$ cat src/rtl/loader_pkg.sv
// Shared definitions for the boot-time program loader: FSM state encodings
// and the width of the stream length header.
package loader_pkg;

  typedef enum logic [2:0] {
    ST_IDLE   = 3'd0,
    ST_LEN_HI = 3'd1,
    ST_LEN_LO = 3'd2,
    ST_DATA   = 3'd3,
    ST_CHECK  = 3'd4,
    ST_DONE   = 3'd5,
    ST_ERR    = 3'd6
  } loader_state_e;

  localparam int HDR_W = 16;

endpackage

$ cat src/rtl/word_packer.sv
// Byte-lane shift register that packs four bytes big-endian into a 32-bit
// word and presents it with a one-cycle valid on the cycle after byte 3.
module word_packer (
  input  logic        clk,
  input  logic        rst_n,
  input  logic        clear_i,
  input  logic        byte_valid_i,
  input  logic [7:0]  byte_i,
  output logic [1:0]  byte_cnt_o,
  output logic        word_valid_o,
  output logic [31:0] word_o
);

  logic [23:0] lane_q, lane_d;
  logic [1:0]  cnt_q, cnt_d;
  logic        vld_q, vld_d;
  logic [31:0] word_q, word_d;

  always_comb begin
    lane_d = lane_q;
    cnt_d  = cnt_q;
    vld_d  = 1'b0;
    word_d = word_q;
    if (clear_i) begin
      lane_d = '0;
      cnt_d  = '0;
    end else if (byte_valid_i) begin
      if (cnt_q == 2'd3) begin
        // Earliest byte sits at lane_q[23:16], so it lands in word[31:24].
        word_d = {lane_q, byte_i};
        vld_d  = 1'b1;
        cnt_d  = '0;
        lane_d = '0;
      end else begin
        lane_d = {lane_q[15:0], byte_i};
        cnt_d  = cnt_q + 2'd1;
      end
    end
  end

  always_ff @(posedge clk or negedge rst_n) begin
    if (!rst_n) begin
      lane_q <= '0;
      cnt_q  <= '0;
      vld_q  <= 1'b0;
      word_q <= '0;
    end else begin
      lane_q <= lane_d;
      cnt_q  <= cnt_d;
      vld_q  <= vld_d;
      word_q <= word_d;
    end
  end

  assign byte_cnt_o   = cnt_q;
  assign word_valid_o = vld_q;
  assign word_o       = word_q;

endmodule

$ cat src/rtl/prog_loader.sv
// Boot-time program loader: byte stream -> instruction-memory words, holding
// the core in reset until done. LOADER_CHECKSUM_EN adds a trailing XOR check.
module prog_loader
  import loader_pkg::*;
#(
  parameter int DEPTH = 256,
  parameter int AW    = 8
) (
  input  logic        clk,
  input  logic        resetN,
  input  logic        start,
  input  logic [7:0]  inByte,
  input  logic        inValid,
  output logic        inReady,
  output logic        memWriteEn,
  output logic [31:0] memAddr,
  output logic [31:0] memWriteData,
  output logic        coreRun,
  output logic        busy,
  output logic        error,
  output logic [2:0]  dbgState
);

  // Handshake: a byte transfers on a rising edge where inValid & inReady are
  // both high; inReady depends only on state, never on inValid.
  loader_state_e          state_q, state_d;
  logic [HDR_W-1:0]       len_q, len_d;
  logic [AW:0]            idx_q, idx_d;
  logic [AW:0]            wr_idx_q, wr_idx_d;
  logic                   accept;
  logic                   start_ok;
  logic                   pk_valid;
  logic [1:0]             pk_cnt;
  logic [31:0]            pk_word;
  logic [HDR_W-1:0]       len_full;
  logic [HDR_W-1:0]       idx_next;

`ifdef LOADER_CHECKSUM_EN
  localparam loader_state_e ST_AFTER_DATA = ST_CHECK;
`else
  localparam loader_state_e ST_AFTER_DATA = ST_DONE;
`endif

  assign inReady  = (state_q == ST_LEN_HI) || (state_q == ST_LEN_LO) ||
                    (state_q == ST_DATA)   || (state_q == ST_CHECK);
  assign busy     = inReady;
  assign error    = (state_q == ST_ERR);
  assign accept   = inValid & inReady;
  assign start_ok = start & ~busy;
  assign len_full = {len_q[HDR_W-1:8], inByte};
  assign idx_next = HDR_W'(idx_q) + 16'd1;
  assign dbgState = state_q;

  word_packer u_packer (
    .clk          (clk),
    .rst_n        (resetN),
    .clear_i      (start_ok),
    .byte_valid_i (accept && (state_q == ST_DATA)),
    .byte_i       (inByte),
    .byte_cnt_o   (pk_cnt),
    .word_valid_o (pk_valid),
    .word_o       (pk_word)
  );

`ifdef LOADER_CHECKSUM_EN
  logic [7:0] csum_q, csum_d;

  always_comb begin
    csum_d = csum_q;
    if (start_ok) begin
      csum_d = '0;
    end else if (accept && (state_q != ST_CHECK)) begin
      csum_d = csum_q ^ inByte;
    end
  end

  always_ff @(posedge clk or negedge resetN) begin
    if (!resetN) begin
      csum_q <= '0;
    end else begin
      csum_q <= csum_d;
    end
  end
`endif

  always_comb begin
    state_d  = state_q;
    len_d    = len_q;
    idx_d    = idx_q;
    wr_idx_d = wr_idx_q;
    case (state_q)
      ST_IDLE, ST_DONE, ST_ERR: begin
        if (start) begin
          state_d = ST_LEN_HI;
          idx_d   = '0;
        end
      end
      ST_LEN_HI: begin
        if (accept) begin
          len_d   = {inByte, 8'h00};
          state_d = ST_LEN_LO;
        end
      end
      ST_LEN_LO: begin
        if (accept) begin
          len_d = len_full;
          if (len_full > HDR_W'(DEPTH)) begin
            state_d = ST_ERR;
          end else if (len_full == '0) begin
            state_d = ST_AFTER_DATA;
          end else begin
            state_d = ST_DATA;
          end
        end
      end
      ST_DATA: begin
        if (accept && (pk_cnt == 2'd3)) begin
          // Address is captured with the word so both appear with the strobe.
          wr_idx_d = idx_q;
          idx_d    = idx_q + (AW+1)'(1);
          if (idx_next == len_q) begin
            state_d = ST_AFTER_DATA;
          end
        end
      end
`ifdef LOADER_CHECKSUM_EN
      ST_CHECK: begin
        if (accept) begin
          state_d = (inByte == csum_q) ? ST_DONE : ST_ERR;
        end
      end
`endif
      default: state_d = ST_IDLE;
    endcase
  end

  always_ff @(posedge clk or negedge resetN) begin
    if (!resetN) begin
      state_q  <= ST_IDLE;
      len_q    <= '0;
      idx_q    <= '0;
      wr_idx_q <= '0;
    end else begin
      state_q  <= state_d;
      len_q    <= len_d;
      idx_q    <= idx_d;
      wr_idx_q <= wr_idx_d;
    end
  end

  assign memWriteEn   = pk_valid;
  assign memWriteData = pk_word;
  assign memAddr      = {{(32-AW-3){1'b0}}, wr_idx_q, 2'b00};

  // DONE is entered together with the final write strobe; the core is only
  // released once that last write has landed.
  assign coreRun = (state_q == ST_DONE) && !pk_valid;

endmodule

$ cat config.mk
export PLATFORM = sky130hd
export DESIGN_NAME = prog_loader
export DESIGN_NICKNAME = d
export VERILOG_FILES = /design/src/rtl/loader_pkg.sv /design/src/rtl/word_packer.sv /design/src/rtl/prog_loader.sv
export SDC_FILE = /design/constraint.sdc
export NUM_CORES = 1
export LEC_CHECK = 0
export CAP_MARGIN = 20
export CELL_PAD_IN_SITES_DETAIL_PLACEMENT = 1
export CELL_PAD_IN_SITES_GLOBAL_PLACEMENT = 2
export CORE_ASPECT_RATIO = 2
export CORE_MARGIN = 5
export CORE_UTILIZATION = 33
export CTS_BUF_LIST = sky130_fd_sc_hd__clkbuf_8
export CTS_CLUSTER_SIZE = 16
export DETAILED_ROUTE_END_ITERATION = 10
export PLACE_DENSITY_LB_ADDON = 0.1
export SYNTH_ARGS = -nofsm -noshare
export SYNTH_HDL_FRONTEND = slang
export SYNTH_SLANG_ARGS = --single-unit
$ cat constraint.sdc
create_clock -name clk -period 2.56 [get_ports clk]
set_input_delay 0.384 -clock clk [delete_from_list [all_inputs] [get_ports clk]]
set_output_delay 0.384 -clock clk [all_outputs]
set_load 0.01 [all_outputs]
==> impl_results.md <==
- Power consumption: 4.79 mW
- Row cnt: 61
- Flop-to-flop setup slack: 190 ps
- Via count normalized by instance count: 4.96
- Wire length after detailed routing: 14100 um
- Post-CTS Setup Repair Bufs: 0
- Finished Core Util: 0.409
- Dominant cell type by area after synthesis: dfrtp_1
- Fin. Hold Viols: 0
- Leakage: 2.79 nW
- I/O pins: 84
- Horizontal die dimension: 93.4 um
- DR vias: 3818
- Average wire length per cell after detail routing: 18.3 um
- Clock slew at reported path FFs: 100 ps
- Worst EP required: 2180 ps
- Critical path class: flip-flop to output port
- Antenna violations before repair: 0
- Normalized max-slew margin: 0.527
- Count of unresolved DRC violations after routing: 0
- Type of the tightest min-delay check: input pin to async pin
- Fraction of the cycle the final worst path needs: 0.938
- Clock group share of total power: 0.250
- Flop and latch count out of synthesis: 96
- Area of the mapped netlist: 4590 sq um
- Total count of max-transition violations in the final report: 0
- Worst skew pair latency: 380 ps
- Most frequent cells after synthesis: nand2_1, dfrtp_1, nor2_1
- TritonCTS clock tree: yes
- Cells after synthesis: 512
- H-Tree Depth: 3
- Number of DRC markers after the initial detailed-route iteration: 122
- Total iterations of the first detailed-routing run: 4
- Sw Share: 0.357
- Total Routing Usage GR: 0.178
- Final antenna diode count: 0
- Number of buffer and inverter stages on the critical path: 2
- Post-route ant nets: 0
- Combinational share of power: 0.304
- Maximum operating frequency: 0.417 GHz
- Total setup violations reported at the end of the flow: 0
- Wire length of the first global-routing pass: 22700 um
- FF-to-FF End: dbgState[1]$_DFFE_PN0P_
- Worst slack at placement: -51.4 ps
- Async SR Flop Fraction: 1.00
- Clock tree skew after final layout: 12.3 ps
- Transition time at the pin with the least slew margin: 706 ps
- Endpoint kind of the worst setup timing path: output port
- Netlist cell types: 49
- Result of the run: completed
- Num CTS Buffers: 9
- MaxCap Viol Count: 0
- Logic depth of the worst register-to-register path: 6
- Root buffer selected by CTS: clkbuf_8
- Yosys top cell area share: 0.524
- Vias in the first global route: 4161
- Initial cell density of the core: 0.332
- Die H: 177 um
- Last weighted congestion value of the routability-driven placer: 0.811
- Number of synthesized flops with an enable pin: 0
- RSZ-0062 raised after global routing: no
- Crit Path Max Fanout: 18
- Count of clock tree sinks: 96
- Startpoint of the lowest-slack register-to-register path: len_q[14]$_DFFE_PN0P_
- Top cells by area in the synthesized netlist: dfrtp_1, nand2_1, buf_4
- Synth Flop Type: dfrtp_1
- Clock Tree Buf Depth: 2
- YS warnings: 0
- Area growth from synthesis to final layout: 23.3%
- Nets@finish: 590
- Number of buffers inserted by port buffering: 60
- Crit path cell chain: inv_1 > a21oi_1 > nor2_1 > clkdlybuf4s50_1
- Die ar.: 16500 sq um
- Cell-internal power: 3.08 mW
- Maximum resistive drop on vdd: 0.000310 V
- Final WS setup: 159 ps
- Arrival time of data at the critical path endpoint: 2020 ps
- Clock period minus final worst setup slack: 2400 ps
- Worst hold margin: 404 ps
- HPWL after detailed placement: 10100 um
- Fraction of final layout cells with drive strength greater than 1: 0.103
- Net switching power figure: 1.71 mW
- Gate family responsible for the most delay along the worst path: buffers and inverters
- Relative contribution of sequential cells to total power: 0.446
- Power per standard cell area: 847 nW/um^2
- Standard cell core area: 13800 sq um
- Avg Inst Size Synth: 8.96 sq um
- Final-layout fill cell count: 1631
- Most common cell in the synthesized netlist: nand2_1
- Maximum single-stage delay on the critical path: 580 ps
- Max stage delay cell, worst path: clkdlybuf4s50_1
- Congestion Overflow GR: 0
- CP Launch Type: flip-flop
- Pin count of the biggest net entering global routing: 81
- Post-synthesis sequential area ratio: 0.524
cell usage in the layout (no fill, tap or decap), types with 5 or more instances in the layout:
cell,instances
clkdlybuf4s50_1,59
o21ai_0,9
inv_1,6
xnor2_1,5
xor2_1,5
o21ai_1,14
nor3_1,7
a21oi_1,32
nand2_1,142
a22oi_1,8
dfrtp_1,95
buf_4,26
nor2_1,37
clkbuf_8,11
conb_1,23
mux2_2,8
and3_1,28
worst register-to-register path, cell delays in order, from the launching register on:
cell and delay [ps]:
dfrtp_1 390, or4_1 580, nor4_1 330, buf_4 160
o211ai_1 80, a2111o_1 460, a211o_1 270
power groups by stage:
stage	clock [mW]	sequential (mW)	combinational, mW
floorplan	0	2.02	0.984
global placement	0	2.15	1.41
detailed placement	0	2.18	1.46
CTS	1.24	2.15	1.47
global route	1.29	2.18	1.62
finish	1.20	2.14	1.45
worst max-delay path by stage:
stage | start | to | slack (ps) | cells past startpoint
finish | dbgState[0]$_DFFE_PN0P_ | busy | 160 | 4
global placement | inByte[6] | dbgState[2]$_DFFE_PN0P_ | 70 | 6
detailed placement | inByte[6] | dbgState[2]$_DFFE_PN0P_ | -50 | 6
global route | dbgState[0]$_DFFE_PN0P_ | busy | 30 | 4
floorplan | idx_q[0]$_DFFE_PN0P_ | dbgState[1]$_DFFE_PN0P_ | 450 | 7
CTS | dbgState[0]$_DFFE_PN0P_ | busy | 0.5 | 4
per-layer routing:
layer  vias up  share of wire  global-route usage
li1       1800              -                   -
met1      1939           0.38               0.196
met2        61           0.57               0.334
met3        18          0.025              0.0298
met4         0          0.026              0.0654
met5         -              0                   0
state kept, by name (all words and copies together), names as in the netlist:
register / count
u_packer.word_o: 32
u_packer.lane_q: 24
len_q: 16
idx_q: 9
wr_idx_q: 9
dbgState: 3
u_packer.byte_cnt_o: 2
u_packer.word_valid_o: 1
cell families after synthesis:
logic type      share of synthesized area
other cells                      0.000818
buf+inv                            0.0731
xor+xnor                           0.0191
flops                               0.524
compound gates                      0.122
fa+ha+maj                         0.00546
simple gates                        0.236
mux                                0.0196
metrics by stage:
| stage | std cells | instance area, sq um | setup TNS, ps |
|---|---|---|---|
| 2_1_floorplan | 534 | 4670 | 0 |
| 5_1_grt | 770 | 5660 | 0 |
| 3_3_place_gp | 753 | 5410 | 0 |
| 6_report | 770 | 5660 | 0 |
| 3_5_place_dp | 753 | 5410 | -51.4 |
| 4_1_cts | 770 | 5650 | 0 |
timing repair:
action                     CTS  global route
hold buffers                 1             0
gates resized for setup      0             1
setup endpoints to repair    0             2
hold endpoints to repair    16             0
final cells by class:
type / count / area, sq um / share of cell area
timing repair buffer: 87 / 816 / 0.144
multi-input combinational: 374 / 1930 / 0.342
clock buffer: 11 / 151 / 0.0268
clock inverter: 5 / 85.1 / 0.0150
tap: 189 / 236 / 0.0418
inverter: 8 / 30.0 / 0.00531
sequential: 96 / 2400 / 0.425
Note: power is estimated with default switching activity, not from simulation.
==> patch 1 (same flow settings) <==
`word_q` no longer has a reset.
--- a/src/rtl/word_packer.sv
+++ b/src/rtl/word_packer.sv
@@ -43,13 +43,15 @@
       lane_q <= '0;
       cnt_q  <= '0;
       vld_q  <= 1'b0;
-      word_q <= '0;
     end else begin
       lane_q <= lane_d;
       cnt_q  <= cnt_d;
       vld_q  <= vld_d;
-      word_q <= word_d;
     end
+  end
+
+  always_ff @(posedge clk) begin
+    word_q <= word_d;
   end
 
   assign byte_cnt_o   = cnt_q;
Function: differs if resetN is asserted again (counterexample within 10 cycles, from zero or initial values and one cycle with resetN low); with resetN held inactive, the same outputs for 10 cycles.
==> patch 1 against the original RTL <==
Routed wire length is 23% lower; first-iteration DRC count is 30% higher; global-route usage fell by 3.6 points; sequential cell count did not move; die area down 6.2%; hold slack worse by 210 ps; setup slack better by 18 ps; area after synthesis is 6.7% lower; total power fell by 8.1%; final area fell by 8.8%; core utilization decreased by 0.79 points; critical path type is now reg2reg; critical endpoint is now dbgState[1]; largest cell class unchanged.
==> patch 1: results (changes against the original RTL) <==
• 3 — H-tree lvl count, unchanged
• 634 — non-filler instance count after layout, -18%
• clkbuf_8 — cell at the root of the clock tree
• 65 — maximum number of pins on one net before global-route repair, -20%
• 0 — Antenna diodes, unchanged
• finished, final reports clean — run status
• idx_q[0] — Reg2Reg Launch Point
• 0.142 — overall fraction of global-route tracks in use, -0.0358
• 8 — depth of the most critical reg-to-reg path, +2
• 0.362 — sw frac, +0.00453
• 0 — number of antenna violations at the first check in global routing, unchanged
• 0.761 — routability congestion estimate, -6.1%
• 17.8 mm — first-pass GRT wire length, -22%
• 60 — total of buffers placed on input and output ports, unchanged
• 500 ps — delay of the slowest critical-path stage, -80 ps
• 7.48 mm — Detail Placement HPWL, -26%
• 13.2 ps — final worst clock skew, +0.883 ps
• 2.27 nW — leakage power figure, -18%
• 618 — number of cells in the design after placement, -18%
• 1,485 — # fillers, -9.0%
• 45 — number of unique standard cell types used by synthesis, -8.2%
• 0 — setup bufs post-CTS, unchanged
• 2 — Clock Path Buffers, unchanged
• 7 — worst-path maximum fanout, -11
• in2async — path class of the lowest-slack min-delay path
• 0 — Resize count post-CTS, unchanged
• 0 — Post-route DRC, unchanged
• 5.09 — ratio of routed vias to standard cells, +2.6%
• 865 ps — Worst-Margin Slew, +159 ps
• 0.599 — register area share after synthesis, +0.0751
• dfrtp_1 — top flip-flop cell by instance count after synthesis
• 360 ps — source-to-sink clock delay at the later pin of the worst-skew pair, -20 ps
• 158 — Iter 0 DRT Violations, +30%
• 17.2 microns — average wire length per cell after detail routing, -6.1%
• dfrtp_1, edfxtp_1, nand2_1 — main area contributors after synthesis
• dfrtp_1, nand2_1, nor2_1, o21ai_0, edfxtp_1 — most common library cells after synthesis
• 5 — first-pass detailed-route iteration total, +1
• 0.216 — clock network fraction of design power, -0.034
• 9 — CTS buffer count, unchanged
• 100 ps — clock slew seen by the registers of the worst setup and hold paths, about the same
• dfrtp_1 — CP max stage cell
• 3,444 — vias in the first global route, -17%
• dbgState[1] — worst reg2reg endpoint
• 32 — number of flops mapped to enable cells by yosys, +32
• 10.2 sq um — mean instance size in the synthesized netlist, +14%
• 0 — Ys Warns, unchanged
• 491 — final net count, -17%
• 489 uV — Peak supply drop, +58%
• 0.0685 — fraction of final layout cells with drive strength greater than 1, -0.0348
• 0.667 — asr flop ratio synth, -0.333
• 32 — Largest register FFs, unchanged
• 180 ps — worst setup slack for register-to-register paths
patch 1: cell types whose count changed after synthesis, sizes merged, moves of 6 or more:
cell | before | now
inv | 8 | 15
nand2 | 143 | 63
nand3 | 5 | 14
mux2 | 8 | 0
dfrtp | 96 | 64
buf | 33 | 27
edfxtp | 0 | 32
o21ai | 23 | 35
a22oi | 8 | 1
patch 1: how the worst max path moves through the flow:
stage                     start  depth (start not counted)     endpoint
floorplan              idx_q[0]                          7  dbgState[1]
detailed placement     idx_q[0]                          8  dbgState[1]
global placement       idx_q[0]                          7  dbgState[1]
CTS                    idx_q[0]                          8  dbgState[1]
global route        dbgState[2]                          6     idx_q[8]
finish                 idx_q[0]                          8  dbgState[1]
patch 1: logic make-up (layout without fill, tap and decap cells):
| family | count (synthesis) | after routing | share of synthesized area |
|---|---|---|---|
| xor gates and xnor gates | 10 | 10 | 0.0205 |
| buffers and inverters | 61 | 102 | 0.0763 |
| adders and majority gates | 2 | 2 | 0.00585 |
| other | 1 | 23 | 0.000877 |
| and+or+nand+nor | 165 | 165 | 0.183 |
| muxes | 2 | 2 | 0.00468 |
| AOI/OAI and AO/OA | 82 | 82 | 0.109 |
| DFF | 96 | 96 | 0.599 |
patch 1: per-stage QoR:
step | utilization | setup slack [ps] | hold slack [ps] | instance area, sq um
final | 0.402 | 178 | 198 | 5160
after global routing | 0.402 | 42.3 | 274 | 5160
after floorplan | - | 409 | 88.4 | 4360
after CTS | 0.402 | 161 | 219 | 5160
after global placement | 0.387 | 335 | 443 | 4970
after detailed placement | 0.387 | 186 | 436 | 4970
patch 1: final cells by class:
| cell class | instances | area share |
|---|---|---|
| flip-flops and latches | 96 | 0.497 |
| multi-input cells | 284 | 0.286 |
| repair buffers | 71 | 0.134 |
| well taps | 152 | 0.0369 |
| clock buffers | 9 | 0.0240 |
| clock inverters | 7 | 0.0116 |
| inverters | 15 | 0.0109 |
patch 1: worst max-delay path, delay by kind of cell (launching register included):
family / cells / cell delay, ps
compound gates: 4 / 860
flops: 1 / 500
simple gates: 2 / 450
buf+inv: 1 / 180
fa+ha+maj: 1 / 300
patch 1: power by group through the flow:
| stage | Combinational (mW) | Sequential (mW) | Clock, mW |
|---|---|---|---|
| CTS | 1.26 | 2.21 | 1.00 |
| finish | 1.24 | 2.20 | 0.950 |
| global route | 1.42 | 2.25 | 1.04 |
| floorplan | 0.910 | 2.12 | 0 |
| detailed placement | 1.26 | 2.24 | 0 |
| global placement | 1.21 | 2.23 | 0 |
patch 1: metal layers:
| metal | wire (microns) | track usage | up-vias |
|---|---|---|---|
| met1 | 4740 | 0.175 | 1625 |
| met4 | 184 | 0.0544 | 0 |
| met2 | 5570 | 0.243 | 74 |
| li1 | - | - | 1512 |
| met3 | 395 | 0.0299 | 14 |
| met5 | 0 | 0 | - |
==> patch 2 (same flow settings) <==
Made on the original files. Add a define of `LOADER_CHECKSUM_EN`.
--- a/src/rtl/prog_loader.sv
+++ b/src/rtl/prog_loader.sv
@@ -1,5 +1,7 @@
 // Boot-time program loader: byte stream -> instruction-memory words, holding
 // the core in reset until done. LOADER_CHECKSUM_EN adds a trailing XOR check.
+`define LOADER_CHECKSUM_EN
+
 module prog_loader
   import loader_pkg::*;
 #(
Behaviour: not the same (Yosys sat finds a counterexample within 4 cycles, from zero or initial values and one cycle with resetN low).
==> patch 2 against the original RTL <==
Routed wire length up 7.1%; sequential cell count is 8 higher; clock power is 21% lower; total power increased by 12%; area after synthesis increased by 10%; die area up 9.6%; setup slack gained 24 ps; synthesized cell count up 4.3%; final area increased by 8.4%; final cell count increased by 4.7%.
==> patch 2: results (changes against the original RTL) <==
• 32 — Largest register FFs, unchanged
• nand2_1, dfrtp_1, nor2_1, and3_1, a21oi_1 — most common library cells after synthesis
• 0.791 — routability congestion estimate, -2.4%
• 0.599 — tightest slew margin relative to the limit, +0.0721
• clkbuf_8 — cell at the root of the clock tree
• in2async — path class of the lowest-slack min-delay path
• 4,042 — vias, +5.9%
• 2.86 nW — leakage power figure, +2.4%
• 0.175 — overall fraction of global-route tracks in use, -0.00323
• 78 — Iter 0 DRT Violations, -36%
• 3 — H-tree lvl count, unchanged
• 24.8 mm — first-pass GRT wire length, +9.3%
• 11.3 mm — Detail Placement HPWL, +11%
• 2 — Clock Path Buffers, unchanged
• 262 uV — Peak supply drop, -16%
• 0 — number of antenna violations at the first check in global routing, unchanged
• 37 — maximum number of pins on one net before global-route repair, -54%
• 0.125 — fraction of final layout cells with drive strength greater than 1, +0.0217
• 11 — worst-path maximum fanout, -7
• 110 ps — clock slew seen by the registers of the worst setup and hold paths
• 370 ps — source-to-sink clock delay at the later pin of the worst-skew pair
• 1.00 — asr flop ratio synth, unchanged
• finished, final reports clean — run status
• 48 — number of unique standard cell types used by synthesis, -2.0%
• 60 — total of buffers placed on input and output ports, unchanged
• 1990 ps — signal arrival time at the worst endpoint, -30 ps
• 9 — CTS buffer count, unchanged
• 145 ps — post-placement setup slack, +196 ps
• 806 — non-filler instance count after layout, +4.7%
• 0.928 — share of the clock period used by the worst path, -0.00952
• 220 ps — worst setup slack for register-to-register paths, +30 ps
• 534 — number of instances in the synthesized netlist, +4.3%
• 0 — Antenna diodes, unchanged
• 14.1 ps — final worst clock skew, +1.74 ps
• dfrtp_1, nand2_1, mux2_2 — main area contributors after synthesis
• 0.514 — register area share after synthesis, -0.0102
• 4,459 — vias in the first global route, +7.2%
• 617 — final net count, +4.6%
• 789 — number of cells in the design after placement, +4.8%
• 4 — first-pass detailed-route iteration total, unchanged
• 15.1 mm — Routed WL, +7.1%
• 0 — Ys Warns, unchanged
[patch 2: changes by cell type in the layout (fill, tap and decap cells not counted), moves of 10 or more]
cell / unedited run / this run
nand2_1: 142 / 110
xnor2_1: 5 / 16
mux2_2: 8 / 24
o21ai_0: 9 / 28
o21ai_1: 14 / 1
nor2_1: 37 / 47
[patch 2: per-layer routing]
metal / wire (microns) / GRT usage / vias to the layer above
li1: - / - / 1901
met3: 278 / 0.0241 / 21
met1: 5660 / 0.188 / 2071
met5: 0 / 0 / -
met4: 395 / 0.0643 / 0
met2: 8750 / 0.342 / 49
[patch 2: through the flow]
stage                     hold WS, ps  total power, mW  cell area [sq um]
after floorplan                  88.4             3.50               5150
after global placement            325             4.45               5950
after detailed placement          322             4.52               5950
after CTS                         450             5.48               6130
after global routing              470             5.76               6130
final                             452             5.37               6130
[patch 2: cells by family after synthesis]
group	share of synthesized area
buffers and inverters	0.0610
DFF	0.514
other	0.000740
adders and majority gates	0.00494
and+or+nand+nor	0.204
AOI/OAI and AO/OA	0.113
xor gates and xnor gates	0.0484
muxes	0.0533
[patch 2: critical path, cell delays in order, from the launching register on]
cell             delay, ps
dfrtp_1                520
nor2_1                 290
xnor2_1                220
clkdlybuf4s50_1        600
[patch 2: area by class of cell]
cell class	instances	area [sq um]
Inverter	4	15.0
Clock buffer	9	124
Timing Repair Buffer	90	851
Sequential cell	104	2600
Tap cell	198	248
Multi-Input combinational cell	394	2240
Clock inverter	7	47.5
Fill cell	1795	9080
[patch 2: timing repair]
item | in CTS | in global routing
endpoints found under the setup margin | 0 | 2
gates resized for setup | 0 | 1
hold buffers | 1 | 0
buffers inserted | 0 | 0
hold endpoints to repair | 21 | 0
[patch 2: worst paths after layout]
| check | from | to | cells past startpoint |
|---|---|---|---|
| min | resetN | u_packer.word_o[28] | 2 |
| max | dbgState[1] | inReady | 3 |
| max in group asynchronous | resetN | wr_idx_q[5] | 3 |
| min in group clk | u_packer.lane_q[22] | u_packer.word_o[30] | 2 |
| min reg2reg | u_packer.lane_q[22] | u_packer.word_o[30] | 2 |
| max reg2reg | len_q[15] | dbgState[0] | 6 |
[patch 2: power by group]
group          internal (mW)  switching, mW  total, mW
clock network          0.355          0.596      0.951
registers               2.17          0.367       2.54
logic                  0.998          0.883       1.88
